<file path="config.mk">
export PLATFORM = sky130hd
export DESIGN_NAME = decode_stage
export DESIGN_NICKNAME = d
export VERILOG_FILES = /design/src/rtl/decode_stage.sv
export SDC_FILE = /design/constraint.sdc
export NUM_CORES = 1
export LEC_CHECK = 0
export CAP_MARGIN = 5
export CELL_PAD_IN_SITES_DETAIL_PLACEMENT = 1
export CELL_PAD_IN_SITES_GLOBAL_PLACEMENT = 2
export CORE_MARGIN = 4
export CORE_UTILIZATION = 29
export DETAILED_ROUTE_END_ITERATION = 16
export MAX_ROUTING_LAYER = met4
export PLACE_DENSITY = 0.84
export SLEW_MARGIN = 40
export SYNTH_ARGS = -nofsm -noshare
export SYNTH_HDL_FRONTEND = slang
export SYNTH_SLANG_ARGS = --single-unit
</file>
<file path="constraint.sdc">
create_clock -name clk -period 3.95 [get_ports clk]
set_input_delay 0.79 -clock clk [delete_from_list [all_inputs] [get_ports clk]]
set_output_delay 0.79 -clock clk [all_outputs]
set_load 0.01 [all_outputs]
</file>
<file path="src/rtl/decode_stage.sv">
// RV32I/RV64I decode stage: registered control word behind valid/ready, load-use scoreboard, flush.
// Define DECODE_ILLEGAL_INSN_EN to add the registered out_illegal flag.
module decode_stage #(
  parameter  int XLEN     = 32,
  parameter  int NUM_REGS = 32,
  localparam int REG_AW   = $clog2(NUM_REGS)
) (
  input  logic              clk,
  input  logic              rst,
  input  logic              in_valid,
  output logic              in_ready,
  input  logic [31:0]       in_insn,
  input  logic [XLEN-1:0]   in_pc,
  output logic              out_valid,
  input  logic              out_ready,
  output logic [REG_AW-1:0] out_rs1,
  output logic [REG_AW-1:0] out_rs2,
  output logic [REG_AW-1:0] out_rd,
  output logic [XLEN-1:0]   out_imm,
  output logic [XLEN-1:0]   out_pc,
  output logic [2:0]        out_alu_op,
  output logic [1:0]        out_alu_src,
  output logic [1:0]        out_branch_sel,
  output logic [2:0]        out_brcmp_src,
  output logic              out_mr_sel,
  output logic              out_mtr_sel,
  output logic              out_mw_sel,
  output logic              out_rw_sel,
  input  logic              flush,
  input  logic              wb_valid,
  input  logic [REG_AW-1:0] wb_rd
`ifdef DECODE_ILLEGAL_INSN_EN
  ,
  output logic              out_illegal
`endif
);

  typedef enum logic [6:0] {
    OPC_LOAD = 7'h03, OPC_OPIMM = 7'h13, OPC_AUIPC = 7'h17, OPC_STORE = 7'h23,
    OPC_OP = 7'h33, OPC_LUI = 7'h37, OPC_BRANCH = 7'h63, OPC_JALR = 7'h67, OPC_JAL = 7'h6F
  } opcode_e;
  typedef enum logic [2:0] {
    ALU_ADD, ALU_SUB, ALU_SLL, ALU_XOR, ALU_SRL, ALU_SRA, ALU_OR, ALU_AND
  } alu_op_e;
  typedef enum logic [1:0] {SRC_RF, SRC_SE, SRC_ZE} alu_src_e;
  typedef enum logic [1:0] {BR_SEQ, BR_BRANCH, BR_JAL, BR_JALR} br_sel_e;
  typedef enum logic [2:0] {
    CMP_BEQ, CMP_BNE, CMP_BLT, CMP_BGE, CMP_BLTU, CMP_BGEU, CMP_NONE = 3'd7
  } brcmp_e;

  // alt is insn[30]; for register ops any alt combination not listed falls back to add.
  function automatic alu_op_e f_alu(input logic [2:0] f3, input logic alt, input logic is_imm);
    logic a;
    a = alt && !is_imm;
    case (f3)
      3'b000:  f_alu = a   ? ALU_SUB : ALU_ADD;
      3'b001:  f_alu = alt ? ALU_ADD : ALU_SLL;
      3'b100:  f_alu = a   ? ALU_ADD : ALU_XOR;
      3'b101:  f_alu = alt ? ALU_SRA : ALU_SRL;
      3'b110:  f_alu = a   ? ALU_ADD : ALU_OR;
      3'b111:  f_alu = a   ? ALU_ADD : ALU_AND;
      default: f_alu = ALU_ADD;
    endcase
  endfunction

  logic [2:0]        w_f3;
  logic [6:0]        w_f7;
  logic [REG_AW-1:0] w_rs1, w_rs2, w_rd;
  logic [XLEN-1:0]   w_imm_i, w_imm_s, w_imm_b, w_imm_j, w_imm_u, w_imm;
  alu_op_e           w_alu_op;
  alu_src_e          w_alu_src;
  br_sel_e           w_br_sel;
  brcmp_e            w_brcmp;
  logic              w_mr, w_mtr, w_mw, w_rw, w_use_rs1, w_use_rs2;
  logic              w_hazard, w_accept, w_sb_ok;
  logic [NUM_REGS-1:0] w_busy_nxt;

  logic                r_valid, r_sb;
  logic [NUM_REGS-1:0] r_busy;
  logic [REG_AW-1:0]   r_rs1, r_rs2, r_rd;
  logic [XLEN-1:0]     r_imm, r_pc;
  alu_op_e             r_alu_op;
  alu_src_e            r_alu_src;
  br_sel_e             r_br_sel;
  brcmp_e              r_brcmp;
  logic                r_mr, r_mtr, r_mw, r_rw;

  assign w_f3    = in_insn[14:12];
  assign w_f7    = in_insn[31:25];
  assign w_rs1   = REG_AW'(in_insn[19:15]);
  assign w_rs2   = REG_AW'(in_insn[24:20]);
  assign w_rd    = REG_AW'(in_insn[11:7]);
  assign w_imm_i = XLEN'($signed(in_insn[31:20]));
  assign w_imm_s = XLEN'($signed({in_insn[31:25], in_insn[11:7]}));
  assign w_imm_b = XLEN'($signed({in_insn[31], in_insn[7], in_insn[30:25], in_insn[11:8], 1'b0}));
  assign w_imm_j = XLEN'($signed({in_insn[31], in_insn[19:12], in_insn[20], in_insn[30:21], 1'b0}));
  assign w_imm_u = XLEN'($signed({in_insn[31:12], 12'h000}));

  always_comb begin
    w_alu_op  = ALU_ADD;
    w_alu_src = SRC_RF;
    w_br_sel  = BR_SEQ;
    w_brcmp   = CMP_NONE;
    w_mr      = 1'b0;
    w_mtr     = 1'b0;
    w_mw      = 1'b0;
    w_rw      = 1'b0;
    w_use_rs1 = 1'b0;
    w_use_rs2 = 1'b0;
    w_imm     = '0;
    case (in_insn[6:0])
      OPC_OP: begin
        w_alu_op  = (w_f7 == 7'h00 || w_f7 == 7'h20) ? f_alu(w_f3, in_insn[30], 1'b0) : ALU_ADD;
        w_rw      = 1'b1;
        w_use_rs1 = 1'b1;
        w_use_rs2 = 1'b1;
      end
      OPC_OPIMM: begin
        w_alu_op  = f_alu(w_f3, in_insn[30], 1'b1);
        w_alu_src = SRC_SE;
        w_rw      = 1'b1;
        w_use_rs1 = 1'b1;
        w_imm     = w_imm_i;
      end
      OPC_LOAD: begin
        w_alu_src = SRC_ZE;
        w_mr      = 1'b1;
        w_mtr     = 1'b1;
        w_rw      = 1'b1;
        w_use_rs1 = 1'b1;
        w_imm     = w_imm_i;
      end
      OPC_STORE: begin
        w_alu_src = SRC_ZE;
        w_mw      = 1'b1;
        w_use_rs1 = 1'b1;
        w_use_rs2 = 1'b1;
        w_imm     = w_imm_s;
      end
      OPC_BRANCH: begin
        w_alu_op  = ALU_SUB;
        w_br_sel  = BR_BRANCH;
        w_use_rs1 = 1'b1;
        w_use_rs2 = 1'b1;
        w_imm     = w_imm_b;
        case (w_f3)
          3'b000:  w_brcmp = CMP_BEQ;
          3'b001:  w_brcmp = CMP_BNE;
          3'b100:  w_brcmp = CMP_BLT;
          3'b101:  w_brcmp = CMP_BGE;
          3'b110:  w_brcmp = CMP_BLTU;
          3'b111:  w_brcmp = CMP_BGEU;
          default: w_brcmp = CMP_NONE;
        endcase
      end
      OPC_JAL: begin
        w_br_sel = BR_JAL;
        w_rw     = 1'b1;
        w_imm    = w_imm_j;
      end
      OPC_JALR: begin
        w_br_sel  = BR_JALR;
        w_rw      = 1'b1;
        w_use_rs1 = 1'b1;
        w_imm     = w_imm_i;
      end
      OPC_LUI, OPC_AUIPC: begin
        w_alu_src = SRC_ZE;
        w_rw      = 1'b1;
        w_imm     = w_imm_u;
      end
      default: ;
    endcase
  end

`ifdef DECODE_ILLEGAL_INSN_EN
  logic w_illegal, r_illegal;

  always_comb begin
    w_illegal = (in_insn[1:0] != 2'b11);
    case (in_insn[6:0])
      OPC_OP:     if (!(w_f7 == 7'h00 || w_f7 == 7'h20)) w_illegal = 1'b1;
      OPC_BRANCH: if (w_f3[2:1] == 2'b01) w_illegal = 1'b1;
      OPC_LOAD:   if (XLEN == 64 ? (w_f3 == 3'b111) : !(w_f3 inside {3'b000, 3'b001, 3'b010, 3'b100, 3'b101}))
                    w_illegal = 1'b1;
      OPC_STORE:  if (w_f3[2] || (XLEN != 64 && w_f3 == 3'b011)) w_illegal = 1'b1;
      OPC_OPIMM, OPC_LUI, OPC_AUIPC, OPC_JAL, OPC_JALR: ;
      default:    w_illegal = 1'b1;
    endcase
  end

  assign w_sb_ok     = !w_illegal;
  assign out_illegal = r_illegal;

  always_ff @(posedge clk) begin
    if (rst)           r_illegal <= 1'b0;
    else if (w_accept) r_illegal <= w_illegal;
  end
`else
  assign w_sb_ok = 1'b1;
`endif

  assign w_hazard = in_valid && ((w_use_rs1 && r_busy[w_rs1]) || (w_use_rs2 && r_busy[w_rs2]));
  assign in_ready = !flush && !w_hazard && (!r_valid || out_ready);
  assign w_accept = in_valid && in_ready;

  // Set beats clear; a flushed load that never reached execute gives back its busy bit.
  always_comb begin
    w_busy_nxt = r_busy;
    if (wb_valid) w_busy_nxt[wb_rd] = 1'b0;
    if (flush && r_valid && !out_ready && r_sb) w_busy_nxt[r_rd] = 1'b0;
    if (w_accept && w_mr && w_sb_ok && (w_rd != '0)) w_busy_nxt[w_rd] = 1'b1;
    w_busy_nxt[0] = 1'b0;
  end

  always_ff @(posedge clk) begin
    if (rst) begin
      r_valid   <= 1'b0;
      r_sb      <= 1'b0;
      r_busy    <= '0;
      r_rs1     <= '0;
      r_rs2     <= '0;
      r_rd      <= '0;
      r_imm     <= '0;
      r_pc      <= '0;
      r_alu_op  <= ALU_ADD;
      r_alu_src <= SRC_RF;
      r_br_sel  <= BR_SEQ;
      r_brcmp   <= CMP_NONE;
      r_mr      <= 1'b0;
      r_mtr     <= 1'b0;
      r_mw      <= 1'b0;
      r_rw      <= 1'b0;
    end else begin
      r_busy <= w_busy_nxt;
      if (flush) begin
        r_valid <= 1'b0;
      end else if (w_accept) begin
        r_valid   <= 1'b1;
        r_sb      <= w_mr && w_sb_ok && (w_rd != '0);
        r_rs1     <= w_rs1;
        r_rs2     <= w_rs2;
        r_rd      <= w_rd;
        r_imm     <= w_imm;
        r_pc      <= in_pc;
        r_alu_op  <= w_alu_op;
        r_alu_src <= w_alu_src;
        r_br_sel  <= w_br_sel;
        r_brcmp   <= w_brcmp;
        r_mr      <= w_mr;
        r_mtr     <= w_mtr;
        r_mw      <= w_mw;
        r_rw      <= w_rw;
      end else if (out_ready) begin
        r_valid <= 1'b0;
      end
    end
  end

  assign out_valid      = r_valid;
  assign out_rs1        = r_rs1;
  assign out_rs2        = r_rs2;
  assign out_rd         = r_rd;
  assign out_imm        = r_imm;
  assign out_pc         = r_pc;
  assign out_alu_op     = r_alu_op;
  assign out_alu_src    = r_alu_src;
  assign out_branch_sel = r_br_sel;
  assign out_brcmp_src  = r_brcmp;
  assign out_mr_sel     = r_mr;
  assign out_mtr_sel    = r_mtr;
  assign out_mw_sel     = r_mw;
  assign out_rw_sel     = r_rw;

endmodule

</file>
==> results.txt <==
The number of max-capacitance violations reported came out at 0. The clock period minus final worst setup slack came out at 3.82 ns. The routed wire length is 28200 um. The startpoint identified for the worst register-to-register timing path is r_busy[21]$_SDFF_PP0_.

The library cells used most frequently in the layout, excluding fill and tap cells, are sky130_fd_sc_hd__clkdlybuf4s50_1, sky130_fd_sc_hd__dfxtp_1, sky130_fd_sc_hd__o31ai_1. For this design the ratio of total power to cell area is 370 mW/mm^2. Setup repair after global routing left no endpoint under its margin.

TritonCTS built the clock tree. Dividing the detail-routed wire length by the instance count gives 23.3 um. Tracing the worst setup path back leads to its startpoint at in_insn[17]. Yosys attributes the largest share of cell area to sky130_fd_sc_hd__dfxtp_1, sky130_fd_sc_hd__o31ai_1, sky130_fd_sc_hd__nand4_1, sky130_fd_sc_hd__mux4_2, sky130_fd_sc_hd__a21oi_1. The maximum level of the CTS H-tree came out at 4. Measured along the y axis, the die boundary spans 160 um. Across every metal layer, demand over resource in global routing totals 22.2%. Before antenna repair, the detailed router went through 5 iterations. No sink is reached through more buffers than the 2 on the longest clock path. Clock skew on the completed layout was measured at 0.0108 ns.

Compared with the post-synthesis result, the final layout area differs by 42.5%. The filler cell count is 2525. The placer's final routability congestion estimate is 0.918. The worst path required time came out at 3.16 ns. At the pin with the least slew margin, the transition time is 0.748 ns.

After synthesis, the share of flip-flops with an asynchronous set or reset is 0%. The first global-routing pass estimated 44100 um of wire. The via count of the first global-routing pass came out at 7252. After detailed placement, the design holds a cell count of 1178. The combined area of the multi-input logic cells came out at 0.00380 mm^2. The number of nets in the synthesized netlist is 830. sky130_fd_sc_hd__dfxtp_1 takes more of the synthesized area than any other cell. Clock tree synthesis inserted a total of 17 buffers. For this design the top-level I/O count stands at 170. The post-synthesis instance area is 0.00667 mm^2. The synthesized design contains 125 register bits.

The initial antenna violation count is 0. The routed via count divided by cell count is 5.99. Across the whole layout, storage elements account for 0.00250 mm^2.

The kind of cell with the highest combined delay on the critical path is compound AO/OA/AOI/OAI gates. The summed negative setup slack over all endpoints came out at 0 ns. The pin count of the biggest net entering global routing came out at 62. The static power due to leakage is 0.00316 uW.

In this run the biggest area consumer among cell types represents 37.5% of the synthesized area. The post-route netlist has 16.1% of its cells at a drive strength greater than 1. Headroom to the max-slew limit came out at 49.4%. The number of warnings reported in the yosys synthesis log came out at 0. The critical path goes through clkdlybuf4s50_1 > buf_12 > mux4_2 > o2111a_1 > o311a_2 > o21ai_1 > and2_4 > clkbuf_2. After layout, the design draws a total of 3510 uW. In this run the most critical hold path is launched from out_rs2[4]$_SDFFE_PP0P_. Among all flip-flop cells after synthesis, the most frequent one is sky130_fd_sc_hd__dfxtp_1. The number of pins exceeding their max-slew limit in the final report came to 0. The run finished with clean final reports.

The post-synthesis area per instance came out at 8.83 um^2. The root buffer selected by CTS is sky130_fd_sc_hd__clkbuf_16. The synthesized netlist contains 58 unique library cells. On the worst path, the slowest cell contributes a delay of 0.50 ns.

The worst setup path is launched from a primary input. The critical path contains buffers and inverters numbering 3 combined. The global-route met1 utilization came out at 28.6%.

Sequential elements use 37.5% of the synthesized area. The share of the cycle needed by the critical path after routing came out at 96.6%. The number of clock sinks came out at 125. The final standard cell utilization of the core came out at 42.0%. The post-route non-filler standard cell count is 1209.

Global routing used 3.97% of the available met3 tracks. In this run the horizontal extent of the chip is 160 um. The remaining antenna violation count is 0. The maximum vdd drop is 0.250 mV. The endpoint arrival time on the critical path came out at 3.03 ns. The clock transition time at the flip-flop clock pins of the worst setup and hold paths is 0.06 ns. In this run the most used layer during global routing was met2. The worst-path maximum fanout came out at 10. The met2 global-route usage is 36.0%.

The detailed placement HPWL is 19800 um. The largest individual stage delay along the critical path comes from the cell sky130_fd_sc_hd__clkdlybuf4s50_1. The category of the worst setup path capture point is a primary output. For this run, design rule violations remaining after detail routing come to 0. The number of rows in the core area came out at 55. The worst setup path is of the in -> out kind. The initial utilization of the core area, before any placement, comes to 29.5%. The number of buffers inserted to repair setup after CTS came out at 0. The count of flip-flops with a built-in enable after synthesis is 0. The post-synthesis instance total came out at 755.

The count of endpoints failing hold in the final timing report came out at 0. The core footprint is 0.0226 mm^2. The path class of the tightest hold or removal check is reg -> reg.

The cts-stage hold buffer count is 0. The number of DRC markers in iteration 0 is 525. The library cell used most frequently in the layout, excluding fill and tap cells, is sky130_fd_sc_hd__clkdlybuf4s50_1.

The total number of vias is 7243. The die covers 0.0255 mm^2. The quantity of I/O buffers inserted on ports is 169. The clock reaches the later pin of the worst-skew pair after 0.43 ns. Summed over all layers, the global routing overflow is 0. The maximum clock rate is 0.262 GHz.

The final layout contains 987 nets. The number of endpoints failing setup at the final stage is 0. 0 antenna diodes ended up in the layout.
-- path summary, 6_finish.rpt --
check | cells past startpoint | slack [ns] | to
setup / recovery | 8 | 0.13 | in_ready
hold / removal | 2 | 0.47 | out_rs2[4]$_SDFFE_PP0P_
setup reg to reg | 8 | 1.24 | out_imm[18]$_SDFFE_PP0P_
hold reg to reg | 2 | 0.47 | out_rs2[4]$_SDFFE_PP0P_
-- power breakdown --
group	switching, uW	total (uW)	leakage (uW)	internal [uW]
registers	29.8	1330	0.00102	1300
clock network	627	1700	0.000291	1070
logic	245	480	0.00185	235
-- registers in the layout, summed over array words and instances, names as in the netlist, 2 cells and up --
register        flops
out_imm            32
out_alu_src         2
out_alu_op          3
out_pc             32
out_rs1             5
out_brcmp_src       3
r_busy             31
out_rd              5
out_rs2             5
out_branch_sel      2
-- repair_timing --
action,in CTS,in global routing
pin swaps,0,1
setup endpoints to repair,1,1
gates cloned,0,0
resized for setup,4,3
-- synth_stat cells (17+ instances only) --
cell type,n
sky130_fd_sc_hd__nand2_1,44
sky130_fd_sc_hd__or2_2,28
sky130_fd_sc_hd__nand4_1,50
sky130_fd_sc_hd__a21oi_1,55
sky130_fd_sc_hd__a311oi_1,26
sky130_fd_sc_hd__o21ai_0,18
sky130_fd_sc_hd__mux2i_1,17
sky130_fd_sc_hd__a31oi_1,31
sky130_fd_sc_hd__o2111ai_1,29
sky130_fd_sc_hd__o31ai_1,76
sky130_fd_sc_hd__dfxtp_1,125
sky130_fd_sc_hd__nor2_1,17
sky130_fd_sc_hd__clkbuf_1,66
-- logic make-up after synthesis --
kind of cell / count (synthesis) / synth area share [%]
muxes: 33 / 7.45
AOI/OAI and AO/OA: 274 / 29.6
buffers and inverters: 97 / 6.02
and+or+nand+nor: 226 / 19.3
DFF: 125 / 37.5
-- layer usage --
metal,vias up,wire length [um]
met5,-,0
met4,0,565
met3,45,1430
met2,244,13600
met1,3637,12700
li1,3317,-
-- stage by stage --
stage	hold WS, ns	setup WS [ns]	cell area [um^2]
global placement	0.453	-0.315	8860
global route	0.487	0.0420	9500
CTS	0.469	0.0219	9500
detailed placement	0.461	-0.367	8860
finish	0.469	0.135	9500
floorplan	0.449	0.450	6670
-- final cells by class --
type	instances	share of cell area, %
tap	285	3.75
clock buffer	18	4.62
sequential	125	26.3
multi-input combinational	533	40.0
timing repair buffer	225	22.9
inverter	10	0.395
clock inverter	13	1.99
-- worst register-to-register path, delay by kind of cell, from the launching register on --
kind	cells	cell delay (ns)
AOI/OAI and AO/OA	3	0.63
buffers and inverters	2	0.61
DFF	1	0.39
muxes	1	0.55
and+or+nand+nor	2	0.38
No activity file was read; power rests on OpenSTA's default activity.
